`config.mk`:
```
export PLATFORM = sky130hd
export DESIGN_NAME = csa_tree_pipe_flat
export DESIGN_NICKNAME = d
export VERILOG_FILES = /design/src/rtl/csa_tree_pipe_if.sv /design/src/rtl/csa_tree_pipe.sv /design/src/flat_wrapper.sv
export SDC_FILE = /design/constraint.sdc
export NUM_CORES = 1
export LEC_CHECK = 0
export CAP_MARGIN = 5
export CORE_MARGIN = 10
export CORE_UTILIZATION = 58
export DETAILED_ROUTE_END_ITERATION = 6
export GPL_ROUTABILITY_DRIVEN = 1
export HOLD_SLACK_MARGIN = 0.06
export PLACE_DENSITY = 0.86
export SYNTH_ARGS = -nofsm -noshare
export SYNTH_HDL_FRONTEND = slang
export SYNTH_SLANG_ARGS = --single-unit
```
`constraint.sdc`:
```
create_clock -name clk -period 13.34 [get_ports clk]
set_input_delay 2.668 -clock clk [delete_from_list [all_inputs] [get_ports clk]]
set_output_delay 2.668 -clock clk [all_outputs]
set_load 0.05 [all_outputs]
```
`src/rtl/csa_tree_pipe_if.sv`:
```
// Handshake and data bundle between the partial-product generator, the CSA tree
// and the normalisation stage.
interface csa_tree_pipe_if #(
  parameter int WIDTH = 16,
  parameter int ROWS  = 8
);
  localparam int OUT_W = WIDTH + $clog2(ROWS);

  logic                  in_valid;
  logic                  in_ready;
  logic [ROWS*WIDTH-1:0] rows_i;
  logic                  out_valid;
  logic                  out_ready;
  logic [OUT_W-1:0]      sum_o;
  logic [OUT_W-1:0]      carry_o;

  modport master (output in_valid, rows_i, out_ready,
                  input  in_ready, out_valid, sum_o, carry_o);
  modport slave  (input  in_valid, rows_i, out_ready,
                  output in_ready, out_valid, sum_o, carry_o);
endinterface

```
`src/rtl/csa_tree_pipe.sv`:
```
// Pipelined 5:3 / 3:2 carry-save reduction tree, one register stage per level,
// with an optional final carry-propagate stage.
module csa_tree_pipe #(
  parameter int WIDTH     = 16,
  parameter int ROWS      = 8,
  parameter int FINAL_ADD = 0
) (
  input  logic          clk,
  input  logic          rst,
  csa_tree_pipe_if.slave bus
);
  localparam int OUT_W = WIDTH + $clog2(ROWS);

  function automatic int next_rows(input int r);
    int rem;
    rem = r % 5;
    return (r / 5) * 3 + ((rem == 4) ? 3 : (rem == 3) ? 2 : rem);
  endfunction

  function automatic int rows_at(input int s);
    int r;
    r = ROWS;
    for (int i = 0; i < s; i++) r = next_rows(r);
    return r;
  endfunction

  function automatic int num_levels(input int rows);
    int r, n;
    r = rows;
    n = 0;
    while (r > 2) begin
      r = next_rows(r);
      n++;
    end
    return n;
  endfunction

  localparam int LEVELS = num_levels(ROWS);
  localparam int NST    = LEVELS + ((FINAL_ADD != 0) ? 1 : 0);

  typedef logic [ROWS-1:0][OUT_W-1:0] rows_t;

  // One reduction level on the first r rows; unused rows come out as zero.
  function automatic rows_t reduce_level(input rows_t x, input int r);
    rows_t      y;
    int         o, base, rem;
    logic [2:0] cnt;
    logic [OUT_W-1:0] a, b, c;
    y = '0;
    o = 0;
    for (int k = 0; k < ROWS / 5 + 1; k++) begin
      if (k < r / 5) begin
        for (int j = 0; j < OUT_W; j++) begin
          cnt = 3'(x[5*k][j]) + 3'(x[5*k+1][j]) + 3'(x[5*k+2][j]) +
                3'(x[5*k+3][j]) + 3'(x[5*k+4][j]);
          y[o][j] = cnt[0];
          if (j + 1 < OUT_W) y[o+1][j+1] = cnt[1];
          if (j + 2 < OUT_W) y[o+2][j+2] = cnt[2];
        end
        o = o + 3;
      end
    end
    base = 5 * (r / 5);
    rem  = r - base;
    if (rem >= 3) begin
      a = x[base];
      b = x[base+1];
      c = x[base+2];
      y[o]   = a ^ b ^ c;
      y[o+1] = ((a & b) | (a & c) | (b & c)) << 1;
      if (rem == 4) y[o+2] = x[base+3];
    end else if (rem >= 1) begin
      y[o] = x[base];
      if (rem == 2) y[o+1] = x[base+1];
    end
    return y;
  endfunction

  function automatic rows_t final_add(input rows_t x);
    rows_t y;
    y    = '0;
    y[0] = x[0] + x[1];
    return y;
  endfunction

  rows_t            rows_ext;
  rows_t            st_d [NST];
  rows_t            st_q [NST];
  logic [NST-1:0]   vld_q, adv, load;
  logic [NST:0]     rdy, src_v;

  always_comb begin
    rows_ext = '0;
    for (int k = 0; k < ROWS; k++) rows_ext[k] = OUT_W'(bus.rows_i[k*WIDTH +: WIDTH]);
  end

  for (genvar s = 0; s < LEVELS; s++) begin : g_lvl
    if (s == 0) begin : g_first
      assign st_d[0] = reduce_level(rows_ext, ROWS);
    end else begin : g_next
      assign st_d[s] = reduce_level(st_q[s-1], rows_at(s));
    end
  end

  if (FINAL_ADD != 0) begin : g_fadd
    assign st_d[LEVELS] = final_add(st_q[LEVELS-1]);
  end

  // Ready ripples back from the consumer; each stage frees up in the cycle it advances.
  assign src_v = {vld_q, bus.in_valid};
  always_comb begin
    rdy      = '0;
    adv      = '0;
    load     = '0;
    rdy[NST] = bus.out_ready;
    for (int s = NST - 1; s >= 0; s--) begin
      adv[s]  = vld_q[s] & rdy[s+1];
      rdy[s]  = ~vld_q[s] | adv[s];
      load[s] = src_v[s] & rdy[s];
    end
  end

  always_ff @(posedge clk or posedge rst) begin
    if (rst) begin
      vld_q <= '0;
      for (int s = 0; s < NST; s++) st_q[s] <= '0;
    end else begin
      for (int s = 0; s < NST; s++) begin
        if (load[s]) begin
          vld_q[s] <= 1'b1;
          st_q[s]  <= st_d[s];
        end else if (adv[s]) begin
          vld_q[s] <= 1'b0;
        end
      end
    end
  end

  assign bus.in_ready  = rdy[0];
  assign bus.out_valid = vld_q[NST-1];
  assign bus.sum_o     = st_q[NST-1][0];
  assign bus.carry_o   = (FINAL_ADD != 0) ? '0 : st_q[NST-1][1];
endmodule

```
`src/flat_wrapper.sv`:
```
// flat-port wrapper written by rule: the top's interface ports become plain ports
module csa_tree_pipe_flat 
#(
  parameter int WIDTH     = 16,
  parameter int ROWS      = 8,
  parameter int FINAL_ADD = 0
)
  (clk, rst, bus_in_valid, bus_rows_i, bus_out_ready, bus_in_ready, bus_out_valid, bus_sum_o, bus_carry_o);
  csa_tree_pipe_if #(.WIDTH(WIDTH), .ROWS(ROWS)) bus_i ();
  input  logic clk;
  input  logic rst;
  input wire logic [$bits(bus_i.in_valid)-1:0] bus_in_valid;
  input wire logic [$bits(bus_i.rows_i)-1:0] bus_rows_i;
  input wire logic [$bits(bus_i.out_ready)-1:0] bus_out_ready;
  output wire logic [$bits(bus_i.in_ready)-1:0] bus_in_ready;
  output wire logic [$bits(bus_i.out_valid)-1:0] bus_out_valid;
  output wire logic [$bits(bus_i.sum_o)-1:0] bus_sum_o;
  output wire logic [$bits(bus_i.carry_o)-1:0] bus_carry_o;
  assign bus_i.in_valid = bus_in_valid;
  assign bus_i.rows_i = bus_rows_i;
  assign bus_i.out_ready = bus_out_ready;
  assign bus_in_ready = bus_i.in_ready;
  assign bus_out_valid = bus_i.out_valid;
  assign bus_sum_o = bus_i.sum_o;
  assign bus_carry_o = bus_i.carry_o;
  csa_tree_pipe #(.WIDTH(WIDTH), .ROWS(ROWS), .FINAL_ADD(FINAL_ADD)) u_core (.clk(clk), .rst(rst), .bus(bus_i));
endmodule
```
Word-level counts from Yosys, hierarchy flattened
Cells that the tools add are included.
{"block": "totals", "ram_bits": 0, "rom_bits": 0, "latch_bits": 0, "output_inout_bits": 40, "in_bits": 132, "mem_count": 0, "reg_bits": 179, "word_cells": 176}
{"block": "classes", "add_sub_neg": 130, "div_mod_pow": 0, "n_lt_le_gt_ge": 0, "n_mux": 6, "n_reduce_logical": 3, "mul": 0, "shift": 0, "bitwise": 24, "eq_ne": 0}
{"op": "$add 3x1->3", "count": 94}
{"op": "$or 18x18->18", "count": 4}
{"op": "$add 1x1->2", "count": 34}
{"op": "$and 18x18->18", "count": 3}
{"op": "$and 16x16->16", "count": 3}
{"op": "$xor 19x19->19", "count": 2}
{"op": "$xor 19x16->19", "count": 1}
{"op": "$xor 16x16->16", "count": 1}
{"op": "$mux 1", "count": 6}
{"op": "$reduce_bool 2->1", "count": 3}
{"op": "$and 1x1->1", "count": 4}
{"op": "$not 1->1", "count": 3}
{"op": "$or 1x1->1", "count": 3}
{"op": "$add 2x1->2", "count": 1}
{"op": "$add 1x1->1", "count": 1}

Depth between registers and ports, before layout
Gate-level depths: netlist of run 1.
{"block": "logic_depth", "ltp_word": 8, "ltp_mapped": 7, "mapped_depth_nobuf": 7}

Worst setup path before layout of run 1
OpenSTA, ideal clock, no wires.
{"block": "synth_timing", "path_type": "input to output", "startpoint": "input bus_out_ready", "endpoint": "output bus_in_ready", "path_slack_ns": 7.698, "t_arrival_ns": 2.974, "path_stages": 1, "t_required_ns": 10.672, "path_buffers": 0, "path_cell_list": "nand4b_4"}
{"block": "synth_via", "elab_chain_cells": 6}
{"item": "start: declaration", "line": "flat_wrapper.sv:14", "source": "input wire logic [$bits(bus_i.out_ready)-1:0] bus_out_ready;"}
{"item": "$and 1x1->1", "line": "csa_tree_pipe.sv:117", "source": "adv[s] = vld_q[s] & rdy[s+1];"}
{"item": "$or 1x1->1", "line": "csa_tree_pipe.sv:118", "source": "rdy[s] = ~vld_q[s] | adv[s];"}
{"item": "$and 1x1->1", "line": "csa_tree_pipe.sv:117"}
{"item": "$or 1x1->1", "line": "csa_tree_pipe.sv:118"}
{"item": "$and 1x1->1", "line": "csa_tree_pipe.sv:117"}
{"item": "$or 1x1->1", "line": "csa_tree_pipe.sv:118"}
{"item": "end: declaration", "line": "flat_wrapper.sv:15", "source": "output wire logic [$bits(bus_i.in_ready)-1:0] bus_in_ready;"}
No other way between the ends.

Final worst setup path of run 1
Ends and elaborated chain as after synthesis.

==> flow_summary.toml, run 1 <==
[layout]
post-route-util = 0.720
layout-drive-gt1-share = 0.142
final_common_cell = "dfrtp_1"
regArea_um2 = 4250
final_cells = 1087
multi_input_area_um2 = 4680
mostFrequentLayoutCells = "dfrtp_1, clkdlybuf4s50_1, inv_1"
fillers = 1104
num_antenna_cells = 0
area_delta_synth_final_pct = 20.9
final_area_um2 = 12000
nNetsFinal = 1147

[drt]
drcViolationCount = 0
drt-initial-drc-count = 201
wl_per_cell_um = 16.8
via_count = 5437
ant_nets = 0
routed_via_density = 5.00
wl_um = 18200
firstDrtPassIters = 4

[clocking]
htree_levels = 4
cts.sinks = 170
cts_setup_buffers = 0
post_cts_resized = 0
cts_hold_buf = 0
clockBufferDepth = 2
cts_buffers = 17
cts_tree = "yes"
root_buffer = "clkbuf_16"
clock_latency_ns = 0.42
path_clk_slew_ns = 0.06

[placed_design]
dpl.hpwl_um = 14600
placed_cells_incl_taps = 1055
numPortBuffers = 169
place_ws_ns = 6.51
place.gp.congestion = 0.816
placed_area_um2 = 11500

[sta]
worst_pin_slew_ns = 1.23
post-route-min-period_ns = 6.82
finalClockSkew_ns = 0.00849
slew-limit-headroom = 0.177
rsz0062_at_grt = "false"
finalMaxSlewViolations = 0
max_freq_mhz = 147
finalSetupViolCount = 0
setup_slack_ns = 6.52
hold_viol = 0
tns_ns = 0
fin_crit_sh = 0.511

[synthesis]
async_flop_share = 1.00
ys_types = 17
seq_area_frac_synth = 0.428
synth_ff_type = "dfrtp_1"
syn_avg_cell_area_um2 = 13.9
synth_area_um2 = 9950
synth-seq-cells = 170
yosysWarningCount = 0
syn_inst = 718
synth-edff-count = 0

[floorplanning]
rows = 47
initial_core_util = 0.596
die_w_um = 151
die_area_um2 = 22800
die_height_um = 151
coreArea_um2 = 16700
ios = 172

[worst_setup_path]
rr_endpoint = "u_core.st_q[186]"
rr_startpoint = "u_core.st_q[337]"
r2r_slack_ns = 11.03
start_kind = "primary input"
critical_path_class = "in2out"
worst_r2r_path_depth = 7
worstPathArrival_ns = 4.15
critPathMaxFanout = 3
critPathRequiredTime_ns = 10.67
critPathCaptureType = "primary output"

[power_and_ir_drop]
p_leak_nw = 5.80
powerDensity_nw_per_um2 = 193
peakVddDrop_uv = 108

[global_route]
grt_overflow_total = 0
antenna_found_initial = 0
grtUsageTotal = 0.175
grt_pass1_wl_um = 31500
grt_pass1_vias = 6372
grt_max_degree = 99

[min_path]
hp-class = "reg2reg"
min-delay-start = "u_core.st_q[359]"
hold_depth = 1
whs_endpoint = "u_core.st_q[359]"

[job]
cap_violations = 0

[outcome]
run_status = "finished, final reports clean"
worst max-delay path by stage:
| stage | from | to | slack, ns | cells past startpoint |
|---|---|---|---|---|
| 6_report | bus_out_ready | bus_in_ready | 6.52 | 3 |
| 5_1_grt | bus_out_ready | bus_in_ready | 6.50 | 3 |
| 4_1_cts | bus_out_ready | bus_in_ready | 6.51 | 3 |
| 3_5_place_dp | bus_out_ready | bus_in_ready | 6.51 | 3 |
| 3_3_place_gp | bus_out_ready | bus_in_ready | 6.54 | 3 |
| 2_1_floorplan | rst | u_core.bus.carry_o[10] | 6.07 | 1 |
layer usage:
metal	part of all wire	GRT usage	routed length, um	up-vias
met2	0.52	0.299	9570	132
met4	0.016	0.0577	296	0
li1	-	-	-	2504
met3	0.052	0.0447	957	21
met1	0.41	0.212	7410	2780
met5	0	0	0	-
flip-flops by register name, summed over array words and instances (netlist names):
signal / count
u_core.st_q: 131
u_core.vld_q: 3
u_core.bus.sum_o: 19
u_core.bus.carry_o: 17
worst max-delay path, stage by stage:
cell and delay (ns):
clkdlybuf4s50_1 0.50, nand4b_4 0.17, clkdlybuf4s50_1 0.82
power breakdown:
group	internal, mW	switching, mW
clock	0.238	0.202
sequential	0.717	0.138
combinational	0.489	0.532
Yosys cell counts (2+ instances only):
cell type / count / area, um^2
nand2_2: 2 / 12.5
buf_2: 3 / 15.0
mux2_1: 80 / 901
inv_1: 154 / 578
mux2_2: 85 / 957
buf_4: 41 / 308
dfrtp_1: 170 / 4250
a31oi_1: 2 / 12.5
a21oi_1: 2 / 10.0
buf_6: 10 / 113
nand2b_1: 4 / 25.0
ha_1: 68 / 851
fa_1: 93 / 1860
metrics by stage:
step           power (mW)  hold WS (ns)
2_1_floorplan        1.62         0.460
3_3_place_gp         1.83         0.476
3_5_place_dp         1.90         0.479
4_1_cts              2.36         0.498
5_1_grt              2.52         0.516
6_report             2.32         0.494
kinds of logic (layout without fill, tap and decap cells):
family                     Yosys count  after routing  synth area share
and+or+nand+nor                      9              9           0.00843
AOI/OAI and AO/OA                    4              4           0.00226
buffers and inverters              208            356             0.102
muxes                              165            165             0.187
adders and majority gates          161            161             0.273
other                                1              2          0.000377
DFF                                170            170             0.428
final cells by class:
type	instances	share of cell area
multi-input combinational	341	0.390
sequential	170	0.354
timing repair buffer	170	0.141
inverter	154	0.0485
tap	220	0.0229
clock buffer	18	0.0357
clock inverter	14	0.00832
Power figures use the tool's default switching activity.
==> run 2, diff against run 1 <==
--- a/config.mk
+++ b/config.mk
@@ -7,11 +7,11 @@
 export LEC_CHECK = 0
 export CAP_MARGIN = 5
 export CORE_MARGIN = 10
-export CORE_UTILIZATION = 58
+export CORE_UTILIZATION = 54
 export DETAILED_ROUTE_END_ITERATION = 6
 export GPL_ROUTABILITY_DRIVEN = 1
 export HOLD_SLACK_MARGIN = 0.06
-export PLACE_DENSITY = 0.86
+export PLACE_DENSITY = 0.81
 export SYNTH_ARGS = -nofsm -noshare
 export SYNTH_HDL_FRONTEND = slang
 export SYNTH_SLANG_ARGS = --single-unit
==> constraint.sdc (replaced) <==
create_clock -name clk -period 7.1 [get_ports clk]
set_input_delay 1.42 -clock clk [delete_from_list [all_inputs] [get_ports clk]]
set_output_delay 1.42 -clock clk [all_outputs]
set_load 0.05 [all_outputs]
==> run 2 against run 1 <==
Combinational power up 86%. Final area grew 0.48%. Core utilization decreased by 5.0 points. Largest cell class unchanged. Via count shrank 0.15%. Hold slack worse by 0.0021 ns. Die area increased by 6.4%. Setup slack got worse by 3.7 ns. Sequential cell count unchanged. Non-clock buffer count did not move. Highest routed layer unchanged.
==> flow_summary.toml, run 2 (synthesis results as in run 1) <==
[clocking]
cts_buffers = 17
cts_hold_buf = 0
clock_latency_ns = 0.42
clockBufferDepth = 2
cts.sinks = 170
post_cts_resized = 0
htree_levels = 4
root_buffer = "clkbuf_16"
cts_tree = "yes"
path_clk_slew_ns = 0.06
cts_setup_buffers = 0

[sta]
tns_ns = 0
hold_ws_ns = 0.492
hold_viol = 0
worst_pin_slew_ns = 1.23
max_freq_mhz = 231
fin_crit_sh = 0.610
slew-limit-headroom = 0.179
finalMaxSlewViolations = 0
finalClockSkew_ns = 0.00840
rsz0062_at_grt = "false"
finalSetupViolCount = 0
post-route-min-period_ns = 4.33

[worst_setup_path]
worstPathArrival_ns = 2.91
slowest_delay_ns = 0.82
rr_endpoint = "u_core.st_q[175]"
critPathRequiredTime_ns = 5.68
cpLargestDelayFamily = "buffers and inverters"
start_kind = "primary input"
crit_chain = "clkdlybuf4s50_1 -> nand4b_4 -> clkdlybuf4s50_1"
worst_r2r_path_depth = 7
r2r_slack_ns = 4.83
critical_path_class = "in2out"
critPathCaptureType = "primary output"
cpMostUsedCell = "clkdlybuf4s50_1"
rr_startpoint = "u_core.st_q[307]"
cpMaxStageDelayCell = "clkdlybuf4s50_1"
crit_buf_inv = 2
critPathMaxFanout = 3

[global_route]
grt_max_degree = 88
grtUsageTotal = 0.161
antenna_found_initial = 0
grt_pass1_wl_um = 31500
grt_overflow_total = 0
grt_pass1_vias = 6486

[drt]
drcViolationCount = 0
routed_via_density = 4.95
wl_per_cell_um = 16.6
firstDrtPassIters = 4
via_count = 5429
ant_nets = 0
drt-initial-drc-count = 131
wl_um = 18200

[floorplanning]
initial_core_util = 0.552
die_w_um = 156
die_height_um = 156
die_area_um2 = 24300
ios = 172
rows = 49
coreArea_um2 = 18000

[power_and_ir_drop]
p_sw_mw = 1.61
peakVddDrop_uv = 337
cell_internal_pwr_mw = 2.78
powerDensity_nw_per_um2 = 364
switching_share = 0.367
p_leak_nw = 5.83
clockPowerShare = 0.202
p_comb_frac = 0.433
seqPwrFrac = 0.365

[min_path]
hold_depth = 1
whs_endpoint = "u_core.st_q[350]"
min-delay-start = "u_core.st_q[350]"
hp-class = "reg2reg"

[layout]
layout-drive-gt1-share = 0.143
top_register = "u_core.st_q"
nNetsFinal = 1147
area_delta_synth_final_pct = 21.5
final_common_cell = "dfrtp_1"
num_antenna_cells = 0
mostFrequentLayoutCells = "dfrtp_1, clkdlybuf4s50_1, inv_1"
largest_reg_flops = 131

[placed_design]
dpl.hpwl_um = 14300
numPortBuffers = 169
place.gp.congestion = 0.755

[job]
cap_violations = 0

[outcome]
run_status = "finished, final reports clean"
-- run 2: stage by stage --
stage               setup WS [ns]   util  std cells  instance area (um^2)  power [mW]
finish                       2.77  0.670       1096                 12100        4.39
global route                 2.73  0.670       1096                 12100        4.80
CTS                          2.77  0.670       1096                 12100        4.48
detailed placement           2.78  0.638       1064                 11500        3.56
global placement             2.79  0.638       1064                 11500        3.44
floorplan                    1.08      -        719                  9950        3.04
-- run 2: power by group through the flow --
stage	logic, mW	registers (mW)	clock network (mW)
3_5_place_dp	1.93	1.63	0
5_1_grt	2.19	1.65	0.957
6_report	1.90	1.60	0.887
2_1_floorplan	1.51	1.53	0
4_1_cts	1.96	1.61	0.911
3_3_place_gp	1.83	1.60	0
-- run 2: worst reg2reg max path, stage by stage, from the launching register on --
cell and delay (ns):
dfrtp_1 0.40, ha_1 0.29, inv_1 0.05, fa_1 0.48, inv_1 0.04, ha_1 0.18, fa_1 0.43, mux2_2 0.27
-- run 2: how the worst max path moves through the flow --
stage	slack, ns	start	to	cells after the start
6_report	2.77	bus_out_ready	bus_in_ready	3
5_1_grt	2.73	bus_out_ready	bus_in_ready	3
4_1_cts	2.77	bus_out_ready	bus_in_ready	3
3_5_place_dp	2.78	bus_out_ready	bus_in_ready	3
3_3_place_gp	2.79	bus_out_ready	bus_in_ready	3
2_1_floorplan	1.08	rst	u_core.bus.carry_o[10]	1
-- run 2: area by class of cell --
type / count / area [um^2]
tap: 229 / 287
clock buffer: 21 / 480
sequential: 170 / 4250
timing repair buffer: 170 / 1700
inverter: 154 / 583
clock inverter: 11 / 95.1
multi-input combinational: 341 / 4680
fill: 1251 / 5940
-- run 2: per-layer routing --
layer / global-route usage / part of all wire
met5: 0 / 0
met3: 0.0433 / 0.049
met4: 0.0432 / 0.0099
met2: 0.293 / 0.55
met1: 0.183 / 0.40
